### config.mk
export PLATFORM = sky130hd
export DESIGN_NAME = cr_huf_comp_sm_drain
export DESIGN_NICKNAME = d
export VERILOG_FILES = /design/src/rtl/cr_huf_comp_sm_drain.sv
export SDC_FILE = /design/constraint.sdc
export NUM_CORES = 1
export LEC_CHECK = 0
export BUFFER_PORTS_ARGS = -buffer_cell sky130_fd_sc_hd__buf_2
export CAP_MARGIN = 20
export CORE_MARGIN = 3
export CORE_UTILIZATION = 41
export CTS_CLUSTER_SIZE = 24
export DETAILED_ROUTE_END_ITERATION = 6
export PLACE_DENSITY = 0.76
export SLEW_MARGIN = 20
export SYNTH_ARGS = -nofsm -noshare
export SYNTH_HDL_FRONTEND = slang
export SYNTH_SLANG_ARGS = --single-unit
### constraint.sdc
create_clock -name clk -period 2.07 [get_ports clk]
set_input_delay 0.207 -clock clk [delete_from_list [all_inputs] [get_ports clk]]
set_output_delay 0.207 -clock clk [all_outputs]
set_load 0.01 [all_outputs]
### src/rtl/cr_huf_comp_sm_drain.sv
// cr_huf_comp_sm_drain: drains an upstream FIFO into 1- or 2-entry output words, pairing entries where possible
module cr_huf_comp_sm_drain #(
    parameter int WIDTH = 55,
    parameter int DEPTH = 6,
    parameter int STALL_MAX = 15,
    localparam int UW = $clog2(DEPTH + 1)
) (
    input  logic               clk,
    input  logic               rst,
    input  logic               fifo_empty,
    input  logic [UW-1:0]      fifo_used_slots,
    input  logic [WIDTH-1:0]   fifo_rdata,
    input  logic [WIDTH-1:0]   fifo_rdata_nxt,
    output logic               fifo_ren,
    output logic               out_valid,
    input  logic               out_ready,
    output logic [2*WIDTH-1:0] out_data,
    output logic [1:0]         out_cnt,
    output logic               out_last,
    output logic [15:0]        pair_count
);
    localparam int SW = $clog2(STALL_MAX + 2);
    typedef enum logic {IDLE, POP2} state_t;
    state_t state, state_nxt;
    logic [SW-1:0] stall, stall_nxt;
    logic free, load, last_nxt;
    logic [2*WIDTH-1:0] data_nxt;
    logic [1:0] cnt_nxt;
    always_comb begin
        free = !out_valid | out_ready;
        state_nxt = state;
        stall_nxt = '0;
        load = 1'b0;
        fifo_ren = 1'b0;
        data_nxt = '0;
        cnt_nxt = 2'd0;
        last_nxt = 1'b0;
        if (state == POP2) begin
            fifo_ren = 1'b1;
            state_nxt = IDLE;
        end else if (free && !fifo_empty) begin
            if (fifo_rdata[WIDTH-1]) begin
                load = 1'b1;
                fifo_ren = 1'b1;
                data_nxt = {fifo_rdata, {WIDTH{1'b0}}};
                cnt_nxt = 2'd1;
                last_nxt = 1'b1;
            end else if (fifo_used_slots >= UW'(2)) begin
                load = 1'b1;
                fifo_ren = 1'b1;
                data_nxt = {fifo_rdata, fifo_rdata_nxt};
                cnt_nxt = 2'd2;
                last_nxt = fifo_rdata_nxt[WIDTH-1];
                state_nxt = POP2;
            end else if (stall == SW'(STALL_MAX)) begin
                load = 1'b1;
                fifo_ren = 1'b1;
                data_nxt = {fifo_rdata, {WIDTH{1'b0}}};
                cnt_nxt = 2'd1;
            end else begin
                stall_nxt = stall + SW'(1);
            end
        end
    end
    always_ff @(posedge clk) begin
        if (rst) begin
            state <= IDLE;
            stall <= '0;
            out_valid <= 1'b0;
            out_data <= '0;
            out_cnt <= 2'd0;
            out_last <= 1'b0;
            pair_count <= 16'd0;
        end else begin
            state <= state_nxt;
            stall <= stall_nxt;
            if (out_valid && out_ready && out_cnt == 2'd2 && pair_count != 16'hFFFF)
                pair_count <= pair_count + 16'd1;
            if (load) begin
                out_valid <= 1'b1;
                out_data <= data_nxt;
                out_cnt <= cnt_nxt;
                out_last <= last_nxt;
            end else if (out_ready) begin
                out_valid <= 1'b0;
            end
        end
    end
endmodule

# Word level (Yosys, flattened, before mapping)
# Index checks and enable logic that the tools add are counted.
[totals]
input_bits = 117
output_inout_bits = 131
reg_bits = 136
[classes]
n_reduce_logical = 9
order_cmp = 1
n_addsub = 2
bitwise_logic = 2
n_mux = 23
eq_ne = 3
[op_table]
columns = ["cell", "n"]
rows = [
  ["$mux W110", 3],
  ["$mux W109", 2],
  ["$add A16 B1 Y16 const B", 1],
  ["$ne A16 B16 Y1 const B", 1],
  ["$mux W1", 14],
  ["$mux W2", 4],
  ["$reduce_or A6 Y1", 1],
  ["$add A5 B1 Y5 const B", 1],
  ["$eq A5 B4 Y1 const B", 1],
  ["$logic_and A1 B1 Y1", 4],
  ["$reduce_or A4 Y1", 1],
  ["$ge A3 B2 Y1 const B", 1],
  ["$eq A2 B2 Y1 const B", 1],
  ["$logic_not A1 Y1", 2],
  ["$reduce_bool A2 Y1", 1],
  ["$not A1 Y1", 1],
  ["$or A1 B1 Y1", 1],
]

# Depth between registers and ports, before layout
# Gate-level depths: netlist (run 1).
[depth]
depth_word = 7
mapped_depth = 9
depth_no_buf = 7

# Worst setup path before layout (run 1)
# No wires, ideal clock.
[synth_timing]
kind = "reg-to-reg"
startpoint = "register stall[0]"
endpoint = "register out_data[100]"
arrival_time_ps = 2024
setup_ps = 132
slack_ps = -86
path_stages_with_launch = 10
t_required_ps = 1938
synth_period_minus_slack_ps = 2156
cell_sequence = "dfxtp_1 > ha_1 > and3_1 > ha_1 > or4_1 > and4_1 > buf_2 > buf_1 > nand3_1 > a21oi_1"
[synth_between]
elab_chain_cells = 6
word_cells_on_any_way = 11
[synth_rtl]
columns = ["item", "line_no", "rtl"]
rows = [
  ["from (decl)", "25", "logic [SW-1:0] stall, stall_nxt;"],
  ["from (signal assigned)", "76", "stall <= stall_nxt;"],
  ["$eq A5 B4 Y1 (*)", "55", "end else if (stall == SW'(STALL_MAX)) begin"],
  ["$mux W109 / $mux W1 (equally long branches)", "55", ""],
  ["$mux W109 / $mux W1 (equally long branches)", "48", "end else if (fifo_used_slots >= UW'(2)) begin"],
  ["$mux W110 / $mux W1 (equally long branches)", "42", "if (fifo_rdata[WIDTH-1]) begin"],
  ["$mux W110 / $mux W1 (equally long branches)", "41", "end else if (free && !fifo_empty) begin"],
  ["$mux W110 / $mux W1 (equally long branches)", "38", "if (state == POP2) begin"],
  ["to (signal assigned)", "81", "out_data <= data_nxt;"],
  ["to (decl)", "17", "output logic [2*WIDTH-1:0] out_data,"],
]
# Mark *: on every way between the ends. The rest lies on a longest branch, timed or not.
# A chain may end at the register's enable or synchronous reset.

# Final worst setup path (run 1)
[layout_timing]
startpoint = "register stall[0]"
endpoint = "output port fifo_ren"
[layout_between]
elab_chain_cells = 6
[layout_rtl]
columns = ["item", "line_no", "rtl"]
rows = [
  ["$eq A5 B4 Y1", "55", ""],
  ["$mux W1", "55", ""],
  ["$mux W1", "48", ""],
  ["$mux W1", "42", ""],
  ["$mux W1", "41", ""],
  ["$mux W1", "38", ""],
  ["to (decl)", "14", "output logic fifo_ren,"],
]
# No other way between the ends.

==> results of run 1 <==
## layout by cell type, fill, tap and decap left out, types with 7 or more instances in the layout
cell / instances
buf_12: 8
nand2_1: 19
inv_1: 7
buf_6: 10
clkbuf_16: 22
buf_4: 17
dlygate4sd3_1: 30
a21oi_1: 12
dfxtp_1: 134
a21oi_2: 47
buf_16: 8
nand2_4: 35
a22o_1: 55
nand3_1: 61
nand2_2: 12
buf_2: 245
nor2_1: 19
mux2_2: 7
## kinds of logic (layout without fill, tap and decap cells)
group,count (synthesis),in the layout,share of synthesized area [%]
compound gates,137,137,19.7
xor+xnor,2,2,0.358
fa+ha+maj,4,4,1.02
buf+inv,46,363,4.14
flops,136,136,55.7
mux,8,8,1.82
simple gates,181,181,17.3
## cell type report
class                      count  area, sq um  area share (%)
tap                          143          179            2.16
multi-input combinational    332         2500            30.2
sequential                   136         2730            32.9
timing repair buffer         324         2290            27.6
clock inverter                13          123            1.48
clock buffer                  19          443            5.35
inverter                       7         26.3           0.317
## timing repair
item | in CTS | in global routing
cloned | 9 | 7
hold endpoints to repair | 30 | 0
pin swaps | 54 | 90
gates resized for setup | 106 | 57
hold buffers | 30 | 0
setup buffers | 15 | 3
endpoints found under the setup margin | 112 | 116
## synth_stat cells (2+ instances only)
| cell type | n | area [sq um] |
|---|---|---|
| buf_2 | 9 | 45.0 |
| o311a_1 | 3 | 30.0 |
| o21ai_0 | 2 | 10.0 |
| a22o_1 | 55 | 482 |
| a41oi_1 | 2 | 17.5 |
| nand2_1 | 66 | 248 |
| mux2_2 | 7 | 78.8 |
| nor4_1 | 7 | 43.8 |
| ha_1 | 4 | 50.1 |
| dfxtp_1 | 136 | 2720 |
| a211oi_1 | 2 | 15.0 |
| or3_1 | 2 | 12.5 |
| inv_1 | 7 | 26.3 |
| and3_1 | 4 | 25.0 |
| buf_4 | 5 | 37.5 |
| clkbuf_1 | 20 | 75.1 |
| nand3_1 | 62 | 310 |
| nand4_1 | 3 | 18.8 |
| nor2b_1 | 6 | 37.5 |
| o21bai_1 | 3 | 22.5 |
| or4_1 | 3 | 22.5 |
| buf_1 | 5 | 18.8 |
| o31ai_1 | 2 | 15.0 |
| a21oi_1 | 59 | 295 |
| nor2_1 | 20 | 75.1 |
| nor3_1 | 4 | 20.0 |
## per-stage QoR
step / power (W) / TNS [ps] / utilization [%]
CTS: 0.00664 / -5120 / 69.3
global placement: 0.00345 / -754 / 55.2
global route: 0.00694 / -14680 / 71.9
finish: 0.00672 / -7360 / 71.9
floorplan: 0.00316 / 0 / -
detailed placement: 0.00347 / -4170 / 55.2
## layer usage
metal / part of all wire [%] / vias up / routed length, um
met3: 7.7 / 44 / 1400
met1: 39 / 2562 / 7080
met2: 51 / 281 / 9320
met5: 0.099 / - / 18
met4: 2.3 / 2 / 428
li1: - / 2473 / -
## how the worst max path moves through the flow
stage	start	end	cells after the start
global route	stall[0]	out_data[102]	11
CTS	stall[0]	fifo_ren	6
finish	stall[0]	fifo_ren	6
detailed placement	stall[0]	out_data[41]	8
floorplan	stall[0]	out_data[10]	9
global placement	stall[0]	out_data[32]	8
## flip-flops by register name, summed over array words and instances, names as in the netlist
| signal | count |
|---|---|
| state | 1 |
| out_last | 1 |
| pair_count | 16 |
| out_valid | 1 |
| stall | 5 |
| out_data | 110 |
| out_cnt | 2 |
## power groups by stage
stage	Combinational [W]	Clock, W	Sequential, W
detailed placement	0.000623	0	0.00285
finish	0.00100	0.00290	0.00282
floorplan	0.000259	0	0.00290
global placement	0.000609	0	0.00284
global route	0.00106	0.00305	0.00283
CTS	0.000901	0.00293	0.00281
==> flow_metrics.env, run 1 <==
export IMPL_drt_first_pass_iters=4
export IMPL_stdcell_count=974
export IMPL_cts_num_sinks=136
export IMPL_p_sw_w=0.00179
export IMPL_async_reset_ff_share_pct=0
export IMPL_setup_ws_ps=-195
export IMPL_antenna_left=0
export IMPL_syn_num_nets=635
export IMPL_rows=39
export IMPL_syn_to_final_growth_pct=69.3
export IMPL_cp_required_ps=1860
export IMPL_drt_wl_total_mm=18.3
export IMPL_yosysSeqAreaShare_pct=55.7
export IMPL_final_max_slew_viol_count=0
export IMPL_timing_rr_end="out_data[102]"
export IMPL_end_kind="primary output"
export IMPL_netlist_cell_type_count=42
export IMPL_fmax_mhz=441
export IMPL_grt_max_degree=58
export IMPL_use_met3_pct=7.37
export IMPL_cp_max_fo=3
export IMPL_hold_depth=2
export IMPL_hold_class="primary input to register"
export IMPL_cp_top_family="simple AND/OR/NAND/NOR gates"
export IMPL_finalSetupViolCount=95
export IMPL_drc=0
export IMPL_r2r_start="stall[0]"
export IMPL_nets=939
export IMPL_dieWidth_um=115
export IMPL_maxCapViolCount=0
export IMPL_wl_per_cell_um=18.7
export IMPL_final_setup_skew_ps=14.9
export IMPL_dp_cells=882
export IMPL_worstRegToRegCells=11
export IMPL_slowest_stage="or4_4"
export IMPL_cts_reportedPaths_clkPinSlew_ps=70
export IMPL_power_density_nw_per_um2=812
export IMPL_status="finished with violations"
export IMPL_p_leak_nw=3.90
export IMPL_syn_avg_cell_area_sq_um=9.52
export IMPL_io_buffers=246
export IMPL_die_h_um=115
export IMPL_gp_congestion=0.843
export IMPL_track_usage_pct=24.5
export IMPL_intPower_w=0.00493
export IMPL_combPwrFrac_pct=14.9
export IMPL_worst_pin_slew_ps=797
export IMPL_start_util_pct=42.5
export IMPL_synth_ff_type="dfxtp_1"
export IMPL_nFillCells=779
export IMPL_diodes=0
export IMPL_synth_seq_cells=136
export IMPL_path_buf_inv=1
export IMPL_placed_area_sq_um=6350
export IMPL_grt_use_met1_pct=28.5
export IMPL_grt_ovfl_total=0
export IMPL_p_seq_share_pct=42.0
export IMPL_hold_viol=0
export IMPL_hold_path_end="out_data[34]"
export IMPL_max_stage_delay_ps=450
export IMPL_core_area_sq_um=11500
export IMPL_grt_pass1_vias=5209
export IMPL_violations="setup timing"
export IMPL_cts_tree="built"
export IMPL_pin_count=248
export IMPL_dp_worst_setup_slack_ps=-97.0
export IMPL_syn_cell_area_sq_um=4890
export IMPL_holdWs_ps=1.47
export IMPL_cp_arrival_ps=2060
export IMPL_cp_start_kind="register"
export IMPL_htreeDepth=4
export IMPL_dr_first_iter_drc_count=334
export IMPL_met2_usage_pct=42.3
export IMPL_busiest_layer="met2"
export IMPL_syn_inst=514
export IMPL_hold_start="fifo_rdata_nxt[34]"
export IMPL_layout_drive_gt1_share_pct=52.8
export IMPL_slew_headroom_pct=46.8
export IMPL_cts_made_buffers=17
export IMPL_timing_final_crit_share_pct=109
export IMPL_crit_type="register to primary output"
export IMPL_cts_max_path_buffers=2
export IMPL_vdd_drop_max_uv=518
export IMPL_hpwlAfterDp_mm=9.77
export IMPL_clkLatencyLatePin_ps=410
export IMPL_crit_path_frequent_cell="ha_4"
export IMPL_swShare_pct=26.7
export IMPL_antenna_found_initial=1
export IMPL_clockPowerShare_pct=43.1
export IMPL_vias=5362
export IMPL_die_area_sq_um=13300
export IMPL_grt_pass1_wl_mm=25.8
export IMPL_rrSetupSlack_ps=-180
export IMPL_design_area_sq_um=8280
export IMPL_synth_edf_count=0
export IMPL_cp_cell_sequence="ha_4 > and3_4 > ha_4 > or4_4 > a31o_2 > buf_6"
export IMPL_clockRootBuffer="clkbuf_16"
export IMPL_vias_per_cell=5.51
export IMPL_fin_crit_ps=2270
export IMPL_rsz0062_at_grt="yes"
export IMPL_yosysWarnings=0
Note: power is estimated with default switching activity, not from simulation.
==> run 2: changes to the inputs <==
--- a/config.mk
+++ b/config.mk
@@ -7,11 +7,11 @@
 export LEC_CHECK = 0
 export BUFFER_PORTS_ARGS = -buffer_cell sky130_fd_sc_hd__buf_2
 export CAP_MARGIN = 20
-export CORE_MARGIN = 3
-export CORE_UTILIZATION = 41
+export CORE_UTILIZATION = 42
+export CTS_BUF_LIST = sky130_fd_sc_hd__clkbuf_4
 export CTS_CLUSTER_SIZE = 24
 export DETAILED_ROUTE_END_ITERATION = 6
-export PLACE_DENSITY = 0.76
+export PLACE_DENSITY_LB_ADDON = 0.25
 export SLEW_MARGIN = 20
 export SYNTH_ARGS = -nofsm -noshare
 export SYNTH_HDL_FRONTEND = slang
==> run 2 against run 1 <==
Effect of this change: the flow still finishes with violations (setup timing); hold slack improved by 54 ps; global-route usage rose by 0.56 points; via count fell by 0.11%; sequential power barely moved; cell area fell by 5.1%; first-iteration DRC count rose by 43%; worst setup slack got worse by 61 ps; combinational power fell by 15%; sequential share of layout area rose by 1.7 points; critical path depth did not move; clock power fell by 39%; critical endpoint unchanged; highest routed layer is now met4.
==> flow_metrics.env, run 2 (synthesis gave the netlist of run 1 again) <==
export IMPL_status="finished with violations"
export IMPL_violations="setup timing"
export IMPL_crit_type="register to primary output"
export IMPL_vias_per_cell=5.21
export IMPL_htreeDepth=4
export IMPL_drt_first_pass_iters=5
export IMPL_p_sw_w=0.00150
export IMPL_final_max_slew_viol_count=0
export IMPL_grt_pass1_wl_mm=23.4
export IMPL_p_leak_nw=3.67
export IMPL_antenna_left=0
export IMPL_cp_max_fo=4
export IMPL_wl_per_cell_um=15.9
export IMPL_grt_max_degree=58
export IMPL_drc=0
export IMPL_cts_reportedPaths_clkPinSlew_ps=130
export IMPL_cp_start_kind="register"
export IMPL_pin_count=248
export IMPL_slew_headroom_pct=61.7
export IMPL_antenna_found_initial=1
export IMPL_reg_top3="out_data x110, pair_count x16, stall x5"
export IMPL_cts_made_buffers=17
export IMPL_fmax_mhz=430
export IMPL_path_buf_inv=1
export IMPL_die_h_um=110
export IMPL_dp_worst_setup_slack_ps=-102
export IMPL_nets=993
export IMPL_cp_required_ps=1860
export IMPL_worst_pin_slew_ps=574
export IMPL_cp_arrival_ps=2120
export IMPL_track_usage_pct=25.1
export IMPL_clockRootBuffer="clkbuf_4"
export IMPL_end_kind="primary output"
export IMPL_start_util_pct=43.0
export IMPL_cts_max_path_buffers=2
export IMPL_gp_congestion=0.829
export IMPL_rsz0062_at_grt="yes"
export IMPL_layout_drive_gt1_share_pct=36.2
export IMPL_dr_first_iter_drc_count=478
export IMPL_clockPowerShare_pct=32.8
export IMPL_finalSetupViolCount=57
export IMPL_drt_wl_total_mm=16.4
export IMPL_swShare_pct=27.7
export IMPL_io_buffers=246
export IMPL_final_setup_skew_ps=18.8
export IMPL_largest_register_ffs=110
export IMPL_die_area_sq_um=12100
export IMPL_dieWidth_um=110
export IMPL_maxCapViolCount=0
export IMPL_top_register="out_data"
export IMPL_crit_path_frequent_cell="ha_4"
export IMPL_cts_tree="built"
export IMPL_hpwlAfterDp_mm=9.26
export IMPL_hold_class="primary input to register"
export IMPL_final_cell_mix="buf_2 (245), dfxtp_1 (134), dlygate4sd3_1 (109)"
export IMPL_hold_viol=0
export IMPL_final_common_cell="buf_2"
export IMPL_intPower_w=0.00391
export IMPL_final_core_util_pct=69.1
export IMPL_rows=39
export IMPL_clkLatencyLatePin_ps=500
export IMPL_power_density_nw_per_um2=688
export IMPL_max_stage_delay_ps=440
export IMPL_vdd_drop_max_uv=473
export IMPL_grt_pass1_vias=5012
export IMPL_vias=5356
export IMPL_core_area_sq_um=11400
export IMPL_rrSetupSlack_ps=-60
export IMPL_grt_ovfl_total=0
export IMPL_setup_ws_ps=-257
export IMPL_cts_num_sinks=136
export IMPL_syn_to_final_growth_pct=60.7
export IMPL_fin_crit_ps=2330
export IMPL_combPwrFrac_pct=15.6
export IMPL_timing_final_crit_share_pct=112
export IMPL_slowest_stage="or4_4"
export IMPL_cp_cell_sequence="ha_4 > and3_4 > ha_4 > or4_4 > a31o_4 > buf_6"
export IMPL_p_seq_share_pct=51.6
export IMPL_cp_top_family="simple AND/OR/NAND/NOR gates"
run 2: changes by cell type in the layout (fill, tap and decap cells not counted), moves of 3 or more:
| cell | before | now |
|---|---|---|
| a21oi_1 | 12 | 59 |
| a21oi_2 | 47 | 0 |
| buf_12 | 8 | 5 |
| buf_16 | 8 | 0 |
| buf_6 | 10 | 2 |
| clkbuf_16 | 22 | 1 |
| clkbuf_4 | 0 | 17 |
| dlygate4sd3_1 | 30 | 109 |
| inv_6 | 3 | 7 |
| nand2_1 | 19 | 65 |
| nand2_2 | 12 | 1 |
| nand2_4 | 35 | 0 |
run 2: area by class of cell:
cell class / count / area, sq um
fillers: 872 / 3510
diodes: 1 / 2.50
well taps: 143 / 179
inverters: 7 / 26.3
repair buffers: 378 / 2610
clock inverters: 15 / 164
clock buffers: 17 / 128
flip-flops and latches: 136 / 2730
multi-input cells: 332 / 2030
run 2: tightest hold or removal path, stage by stage:
cell and delay, ps:
buf_2 140, inv_1 80, a311oi_1 70
run 2: worst paths after layout:
kind	endpoint	startpoint	cells after the start
max	fifo_ren	stall[1]	6
min	out_last	fifo_rdata[54]	3
max reg2reg	out_data[29]	stall[1]	8
min reg2reg	out_data[99]	out_data[99]	2
run 2: per-stage QoR:
step	power (W)	instances	hold slack, ps	TNS (ps)	area, sq um
floorplan	0.00316	514	332	0	4900
global placement	0.00344	880	415	-2020	6330
detailed placement	0.00347	880	420	-4340	6330
CTS	0.00542	1025	0.587	-2250	7820
global route	0.00568	1029	14.6	-6990	7860
finish	0.00541	1029	55.8	-1990	7860
run 2: power groups by stage:
stage | registers [W] | clock network, W | logic [W]
2_1_floorplan | 0.00290 | 0 | 0.000259
3_5_place_dp | 0.00285 | 0 | 0.000619
5_1_grt | 0.00281 | 0.00196 | 0.000915
6_report | 0.00279 | 0.00177 | 0.000845
4_1_cts | 0.00279 | 0.00183 | 0.000801
3_3_place_gp | 0.00284 | 0 | 0.000601
run 2: repair_timing:
action / 4_1_cts / 5_1_grt
cloned: 1 / 2
hold buffers: 109 / 0
setup buffers: 3 / 1
pin swaps: 0 / 1
endpoints found under the hold margin: 109 / 0
resized for setup: 9 / 3
setup endpoints to repair: 112 / 110
run 2: per-layer routing:
layer / up-vias / global-route usage (%) / wire length [um]
met5: - / 0 / 0
met4: 0 / 9.43 / 352
met3: 30 / 7.94 / 1260
met2: 242 / 43.9 / 8250
met1: 2509 / 28.4 / 6550
li1: 2575 / - / -
==> run 3: changes to the inputs <==
--- a/config.mk
+++ b/config.mk
@@ -7,6 +7,7 @@
 export LEC_CHECK = 0
 export BUFFER_PORTS_ARGS = -buffer_cell sky130_fd_sc_hd__buf_2
 export CAP_MARGIN = 20
+export CORE_MARGIN = 1
 export CORE_UTILIZATION = 42
 export CTS_BUF_LIST = sky130_fd_sc_hd__clkbuf_4
 export CTS_CLUSTER_SIZE = 24
@@ -16,3 +17,4 @@
 export SYNTH_ARGS = -nofsm -noshare
 export SYNTH_HDL_FRONTEND = slang
 export SYNTH_SLANG_ARGS = --single-unit
+export TNS_END_PERCENT = 100
==> constraint.sdc (replaced) <==
create_clock -name clk -period 1.9 [get_ports clk]
set_input_delay 0.19 -clock clk [delete_from_list [all_inputs] [get_ports clk]]
set_output_delay 0.19 -clock clk [all_outputs]
set_load 0.01 [all_outputs]
==> run 3 against run 2 <==
Effect of this change: the flow finishes with violations (DRC, setup timing); global-route usage rose by 1.8 points; clock power rose by 15%; sequential power rose by 9.3%; sequential share of layout area fell by 2.5 points; clock skew fell by 2.7 ps; register-to-register slack got worse by 330 ps; worst setup slack got worse by 130 ps; sequential cell count did not move; cell area rose by 7.6%; critical endpoint is now out_data[25].
==> flow_metrics.env, run 3 (synthesis gave the netlist of run 1 again) <==
export IMPL_clkLatencyLatePin_ps=510
export IMPL_vias_per_cell=5.33
export IMPL_track_usage_pct=26.9
export IMPL_fmax_mhz=437
export IMPL_worst_pin_slew_ps=417
export IMPL_cts_tree="built"
export IMPL_dieWidth_um=110
export IMPL_die_area_sq_um=12100
export IMPL_drt_first_pass_iters=7
export IMPL_core_area_sq_um=11400
export IMPL_finalSetupViolCount=117
export IMPL_cts_max_path_buffers=2
export IMPL_cts_num_sinks=136
export IMPL_grt_pass1_vias=5161
export IMPL_drt_wl_total_mm=18.0
export IMPL_crit_type="register to register"
export IMPL_total_power_w=0.00620
export IMPL_cp_start_kind="register"
export IMPL_largest_register_ffs=110
export IMPL_rows=39
export IMPL_cts_made_buffers=17
export IMPL_grt_ovfl_total=0
export IMPL_path_buf_inv=3
export IMPL_hold_viol=0
export IMPL_placed_area_sq_um=6460
export IMPL_cts_reportedPaths_clkPinSlew_ps=130
export IMPL_final_cell_mix="buf_2 (245), dfxtp_1 (134), dlygate4sd3_1 (111)"
export IMPL_final_common_cell="buf_2"
export IMPL_crit_path_frequent_cell="ha_4"
export IMPL_syn_to_final_growth_pct=73.0
export IMPL_design_area_sq_um=8460
export IMPL_nets=1022
export IMPL_stdcell_count=1057
export IMPL_layout_drive_gt1_share_pct=39.7
export IMPL_grt_pass1_wl_mm=24.9
export IMPL_cp_top_family="simple AND/OR/NAND/NOR gates"
export IMPL_power_density_nw_per_um2=733
export IMPL_htreeDepth=4
export IMPL_pin_count=248
export IMPL_holdWs_ps=47.3
export IMPL_hpwlAfterDp_mm=9.61
export IMPL_vias=5639
export IMPL_vdd_drop_max_uv=560
export IMPL_rsz0062_at_grt="yes"
export IMPL_start_util_pct=43.0
export IMPL_clockRootBuffer="clkbuf_4"
export IMPL_antenna_left=0
export IMPL_status="finished with violations"
export IMPL_cp_max_fo=7
export IMPL_maxCapViolCount=0
export IMPL_io_buffers=246
export IMPL_cp_cell_sequence="ha_4 > and3_4 > ha_4 > or4_4 > buf_4 > and4_4 > nor2_4 > buf_6 > bufbuf_16 > a22o_1"
export IMPL_wl_per_cell_um=17.0
export IMPL_p_leak_nw=3.95
export IMPL_gp_congestion=0.850
export IMPL_dp_cells=889
export IMPL_final_max_slew_viol_count=0
export IMPL_dr_first_iter_drc_count=581
export IMPL_antenna_found_initial=0
export IMPL_cp_arrival_ps=2750
export IMPL_end_kind="register"
export IMPL_slew_headroom_pct=72.0
export IMPL_slowest_stage="or4_4"
export IMPL_timing_final_crit_share_pct=120
export IMPL_max_stage_delay_ps=420
export IMPL_cp_required_ps=2360
export IMPL_setup_ws_ps=-387
export IMPL_die_h_um=110
export IMPL_violations="DRC, setup timing"
export IMPL_final_setup_skew_ps=16.0
export IMPL_dp_worst_setup_slack_ps=-115
export IMPL_grt_max_degree=55
export IMPL_top_register="out_data"
export IMPL_reg_top3="out_data x110, pair_count x16, stall x5"
export IMPL_hold_class="primary input to register"
export IMPL_fin_crit_ps=2290
export IMPL_drc=1
export IMPL_nFillCells=718
export IMPL_diodes=0
## run 3: cell count changes in the layout (fill, tap and decap cells not counted), sizes merged, moves of 2 or more
cell	previous run	this run
clkinv	4	8
bufbuf	1	5
clkbuf	18	22
buf	267	286
dlygate4sd3	109	111
inv	14	9
## run 3: worst paths after layout
kind                 startpoint           end  slack, ps  cells past startpoint
max                    stall[0]  out_data[25]       -390                     10
min          fifo_used_slots[1]      out_last         50                      3
min reg2reg        out_data[84]  out_data[84]        460                      2
max reg2reg            stall[0]  out_data[25]       -390                     10
## run 3: per-stage QoR
stage	utilization (%)	setup TNS, ps
3_3_place_gp	56.8	-4410
3_5_place_dp	56.8	-7050
2_1_floorplan	-	-534
4_1_cts	71.8	-29270
5_1_grt	74.4	-43160
6_report	74.4	-35340
## run 3: per-layer routing
metal	up-vias	wire (um)	global-route usage (%)
li1	2631	-	-
met1	2679	7200	31.6
met2	286	8890	46.3
met3	43	1470	7.65
met4	0	405	9.71
met5	-	0	0
## run 3: worst register-to-register path, stage by stage (launching register included)
cell,delay [ps]
dfxtp_2,360
ha_4,150
and3_4,150
ha_4,150
or4_4,420
buf_4,160
and4_4,160
nor2_4,160
buf_6,120
bufbuf_16,250
a22o_1,160
## run 3: final cells by class
type | instances | area, sq um | share of cell area (%)
Multi-Input combinational cell | 332 | 2100 | 24.8
Inverter | 7 | 26.3 | 0.311
Tap cell | 143 | 179 | 2.11
Timing Repair Buffer | 407 | 3130 | 37.0
Sequential cell | 136 | 2730 | 32.2
Clock inverter | 15 | 178 | 2.10
Clock buffer | 17 | 128 | 1.51
## run 3: power by group
part	total, W	internal, W	leakage [nW]	switching, W
clock	0.00203	0.000919	0.159	0.00111
sequential	0.00305	0.00298	1.11	0.0000710
combinational	0.00113	0.000634	2.68	0.000496
## run 3: timing repair
action / in CTS / in global routing
gates resized for setup: 10 / 25
setup buffers: 6 / 5
endpoints found under the hold margin: 112 / 0
pin swaps: 4 / 5
hold buffers: 111 / 0
setup endpoints to repair: 112 / 120
cloned: 7 / 7
